### src/rtl/ariane_pkg.sv
// Shared core types: functional-unit encoding, the decoded scoreboard entry,
// the issue FIFO depth and the memory-op classifier used for the LSU head hold.
package ariane_pkg;

   localparam int unsigned IssueFifoDepth = 4;

   typedef enum logic [2:0] {
      NONE,
      LOAD,
      STORE,
      ALU,
      CTRL_FLOW,
      MULT,
      CSR
   } fu_t;

   typedef struct packed {
      logic [31:0] pc;
      logic [2:0]  trans_id;
      fu_t         fu;
      logic [6:0]  op;
      logic [4:0]  rs1;
      logic [4:0]  rs2;
      logic [4:0]  rd;
      logic        use_imm;
   } scoreboard_entry_t;

   // Loads and stores must wait for the LSU before they may issue.
   function automatic logic is_mem_op(input fu_t fu);
      return (fu == LOAD) || (fu == STORE);
   endfunction

endpackage

### src/rtl/issue_entry_fifo.sv
// Decode->issue buffer: acknowledges decoded entries, queues them in order and
// presents the head to the scoreboard. Holds a memory op at the head until the
// LSU is ready and caps the number of buffered control-flow entries.
// Optional build macro: ISSUE_FIFO_BYPASS_EN (zero-latency presentation when empty).
module issue_entry_fifo
   import ariane_pkg::*;
#(
   parameter int unsigned DEPTH         = IssueFifoDepth,
   parameter int unsigned CTRL_FLOW_MAX = 1
) (
   input  logic                           clk_i,
   input  logic                           rst_ni,
   input  logic                           flush_i,
   input  scoreboard_entry_t              issue_entry_i,
   input  logic                           issue_entry_valid_i,
   input  logic                           is_ctrl_flow_i,
   output logic                           issue_instr_ack_o,
   output scoreboard_entry_t              issue_entry_o,
   output logic                           issue_entry_valid_o,
   output logic                           is_ctrl_flow_o,
   input  logic                           issue_instr_ack_i,
   input  logic                           lsu_ready_i,
   output logic [$clog2(DEPTH+1)-1:0]     count_o
);

   localparam int unsigned PW = $clog2(DEPTH);
   localparam int unsigned CW = $clog2(DEPTH + 1);
   localparam logic [CW-1:0] FullCnt = CW'(DEPTH);
   localparam logic [CW-1:0] CtrlMax = CW'(CTRL_FLOW_MAX);

   scoreboard_entry_t mem_q  [DEPTH];
   logic              ctrl_q [DEPTH];
   logic [PW-1:0]     rd_ptr_q, wr_ptr_q;
   logic [CW-1:0]     count_q, count_d;
   logic [CW-1:0]     ctrl_cnt_q, ctrl_cnt_d;

   logic              full, empty, ctrl_limit, ack, push, bypass;
   logic              head_valid, head_ctrl, valid, pop;
   logic              write_en, pop_store, ctrl_inc, ctrl_dec;
   scoreboard_entry_t head_entry;

   // Handshake, head selection and occupancy bookkeeping.
   always_comb begin
      full       = (count_q == FullCnt);
      empty      = (count_q == '0);
      ctrl_limit = is_ctrl_flow_i && (ctrl_cnt_q == CtrlMax);
      ack        = !flush_i && !full && !ctrl_limit;
      push       = issue_entry_valid_i && ack;

`ifdef ISSUE_FIFO_BYPASS_EN
      bypass = empty && issue_entry_valid_i && ack;
`else
      bypass = 1'b0;
`endif

      head_valid = 1'b0;
      head_ctrl  = 1'b0;
      head_entry = '0;
      if (!empty) begin
         head_valid = 1'b1;
         head_ctrl  = ctrl_q[rd_ptr_q];
         head_entry = mem_q[rd_ptr_q];
      end else if (bypass) begin
         head_valid = 1'b1;
         head_ctrl  = is_ctrl_flow_i;
         head_entry = issue_entry_i;
      end

      valid = head_valid && !(is_mem_op(head_entry.fu) && !lsu_ready_i) && !flush_i;
      pop   = valid && issue_instr_ack_i;

      // A bypassed entry consumed in its arrival cycle never touches storage.
      pop_store = pop && !empty;
      write_en  = push && !(bypass && pop);

      count_d = count_q;
      if (write_en && !pop_store) begin
         count_d = count_q + CW'(1);
      end else if (!write_en && pop_store) begin
         count_d = count_q - CW'(1);
      end

      ctrl_inc   = write_en && is_ctrl_flow_i;
      ctrl_dec   = pop_store && ctrl_q[rd_ptr_q];
      ctrl_cnt_d = ctrl_cnt_q;
      if (ctrl_inc && !ctrl_dec) begin
         ctrl_cnt_d = ctrl_cnt_q + CW'(1);
      end else if (!ctrl_inc && ctrl_dec) begin
         ctrl_cnt_d = ctrl_cnt_q - CW'(1);
      end

      issue_instr_ack_o   = ack;
      issue_entry_o       = head_entry;
      issue_entry_valid_o = valid;
      is_ctrl_flow_o      = head_ctrl;
      count_o             = count_q;
   end

   // Storage, pointers and counters; flush discards everything held.
   always_ff @(posedge clk_i or negedge rst_ni) begin
      if (!rst_ni) begin
         for (int unsigned i = 0; i < DEPTH; i++) begin
            mem_q[i]  <= '0;
            ctrl_q[i] <= 1'b0;
         end
         rd_ptr_q   <= '0;
         wr_ptr_q   <= '0;
         count_q    <= '0;
         ctrl_cnt_q <= '0;
      end else if (flush_i) begin
         rd_ptr_q   <= '0;
         wr_ptr_q   <= '0;
         count_q    <= '0;
         ctrl_cnt_q <= '0;
      end else begin
         if (write_en) begin
            mem_q[wr_ptr_q]  <= issue_entry_i;
            ctrl_q[wr_ptr_q] <= is_ctrl_flow_i;
            wr_ptr_q         <= wr_ptr_q + PW'(1);
         end
         if (pop_store) begin
            rd_ptr_q <= rd_ptr_q + PW'(1);
         end
         count_q    <= count_d;
         ctrl_cnt_q <= ctrl_cnt_d;
      end
   end

endmodule

### config.mk
export PLATFORM = sky130hd
export DESIGN_NAME = issue_entry_fifo
export DESIGN_NICKNAME = d
export VERILOG_FILES = /design/src/rtl/ariane_pkg.sv /design/src/rtl/issue_entry_fifo.sv
export SDC_FILE = /design/constraint.sdc
export NUM_CORES = 1
export LEC_CHECK = 0
export CORE_MARGIN = 8
export CORE_UTILIZATION = 30
export CTS_CLUSTER_SIZE = 28
export DETAILED_ROUTE_END_ITERATION = 6
export GPL_ROUTABILITY_DRIVEN = 0
export SLEW_MARGIN = 0
export SYNTH_ARGS = -nofsm -noshare
export SYNTH_HDL_FRONTEND = slang
export SYNTH_SLANG_ARGS = --single-unit
### constraint.sdc
create_clock -name clk_i -period 6.2 [get_ports clk_i]
set_input_delay 1.24 -clock clk_i [delete_from_list [all_inputs] [get_ports clk_i]]
set_output_delay 1.24 -clock clk_i [all_outputs]
set_load 0.005 [all_outputs]
==> results.ini <==
[floorplanning]
ios = 135
dieArea_mm2 = 0.0459
die_w_um = 214
start_util = 0.305
die_h_um = 214
coreArea_mm2 = 0.0387
rows = 72

[timing]
finalCritPeriodShare = 0.708
hold_violations = 0
tns_ps = 0
rsz0062_at_grt = false
final.min_clock_period_ps = 4390
worst_pin_slew_ps = 975
whs_ps = 497
max_freq_mhz = 228
finClkSkew_ps = 16.7
slew-limit-headroom = 0.350
postLayoutSetupSlackWorst_ps = 1810
slew_viol_final = 0
finalSetupViolCount = 0

[synth]
synth.distinct_cells = 31
synthesis.area_mm2 = 0.0118
synth_edf_count = 0
syn_nets = 827
synth_flop_cell = dfrtp_1
synth_seq_cells = 258
yosysTopAreaCell = dfrtp_1
synthCells = 751
synth.most_common_cell = dfrtp_1
synth.avg_cell_area_um2 = 15.7
ys_top_cells_by_count = dfrtp_1, mux2_2, and2_1
seq_area_frac_synth = 0.547
synth_warnings = 0
synthArstFlopShare = 1.00
synth_area_leaders = dfrtp_1, mux2_2, mux4_2, and2_1, buf_2
yosysTopAreaCellShare = 0.547

[critical_path]
worstSetupPathType = reg2out
cp.arrival_ps = 3150
worstPathMaxFanout = 24
end_kind = output pin
cp-start-kind = flop
required_ps = 4960

[finish]
multiInputGateArea_mm2 = 0.00512
postLayoutCoreUtil = 0.380
final_nets = 956
syn_to_final_growth_pct = 24.7
num-fill-cells = 3694
diodes = 0
seqCellArea_mm2 = 0.00646
drive_above_1_share = 0.427

[detailed_routing]
vias = 6692
wl_per_cell_um = 18.8
drcViolationCount = 0
first_iter_violations = 191
drtAntennaViolNets = 0
viasPerCell = 4.72
routed_wl_mm = 26.7
drtPass1Iterations = 4

[global_routing]
grt_max_degree = 122
grt_use_total = 0.115
grt_pass1_wl_mm = 43.4
first_global_vias = 7335
grt_antenna_before_repair = 1
grt_overflow_total = 0

[clock_tree]
clk_latency_ps = 550
clockBufferDepth = 3
clockRootBuffer = clkbuf_16
cts_hold_buf = 0
cts.clk_slew.worst_paths_ps = 60
cts_made_buffers = 30
cts_tree = done
clock_sinks = 258
cts_resized = 0
htreeDepth = 1
cts_setup_buffers = 0

[place]
hpwl_mm = 16.1
pre_cts_ws_ps = 1840
port-buffer-count = 134

[power]
peakVddDrop_mv = 0.217
powerDensity_mw_per_mm2 = 480
power.static_leakage_uw = 0.00640

[status]
status = completed

[run]
cap_viol_max_count = 0

[min_path]
hold_class = reg2reg

critical path, stage by stage (launching register included):
cell	delay (ps)
dfrtp_4	770
buf_4	540
mux4_2	560
and2_1	170
clkdlybuf4s50_1	540
report_power, final:
group	internal [uW]	switching, uW
sequential	2340	340
combinational	1670	922
clock	1090	700
through the flow:
stage          total power, uW  area (um2)  cells
2_1_floorplan             4250       11800    751
6_report                  7060       14700   1419
5_1_grt                   7520       14700   1419
4_1_cts                   7210       14700   1419
3_3_place_gp              5310       13700   1366
3_5_place_dp              5360       13700   1366
worst paths after layout:
kind | end | slack (ps) | start | cells after the start
hold reg to reg | mem_q[67]$_DFFE_PN0P_ | 500 | mem_q[67]$_DFFE_PN0P_ | 1
hold / removal | mem_q[67]$_DFFE_PN0P_ | 500 | mem_q[67]$_DFFE_PN0P_ | 1
min in group asynchronous | wr_ptr_q[0]$_DFFE_PN0P_ | 620 | rst_ni | 1
max in group asynchronous | mem_q[215]$_DFFE_PN0P_ | 4190 | rst_ni | 2
setup / recovery | issue_entry_o[2] | 1810 | rd_ptr_q[0]$_DFFE_PN0P_ | 4
setup reg to reg | count_o[2]$_DFFE_PN0P_ | 3040 | rd_ptr_q[0]$_DFFE_PN0P_ | 8
kinds of logic (layout without fill, tap and decap cells):
kind of cell	after synthesis	in the layout	share of synthesized area
and+or+nand+nor	98	98	0.0492
adders and majority gates	8	8	0.00912
xor gates and xnor gates	7	7	0.00583
buffers and inverters	56	206	0.0214
muxes	318	318	0.362
AOI/OAI and AO/OA	6	6	0.00530
DFF	258	258	0.547
sequential cells by signal (all words and copies together), names as in the netlist:
register / flops
mem_q: 244
wr_ptr_q: 2
count_o: 3
ctrl_q: 4
ctrl_cnt_q: 3
rd_ptr_q: 2
layout by cell type, fill, tap and decap left out, drive strengths merged, types with 2 or more instances in the layout:
cell type,instances
bufinv,3
clkdlybuf4s50,133
xnor2,6
buf,12
nor2,14
nor3,4
ha,7
a211oi,3
nor2b,5
mux2,252
dfrtp,258
and2,63
mux2i,4
nand2,5
inv,9
a21oi,2
mux4,62
clkbuf,40
clkinv,8
routing by layer:
metal  vias to the layer above  wire length, um  global-route usage
li1                       2991                -                   -
met1                      3557            12500               0.158
met2                       107            12500               0.184
met3                        35             1240              0.0275
met4                         2              434              0.0265
met5                         -               13                   0
cell type report:
class	count	area share
clock buffer	40	0.0584
timing repair buffer	145	0.0980
multi-input combinational	437	0.348
sequential	258	0.439
tap	518	0.0440
inverter	8	0.00204
clock inverter	13	0.0102
Power figures use the tool's default switching activity.
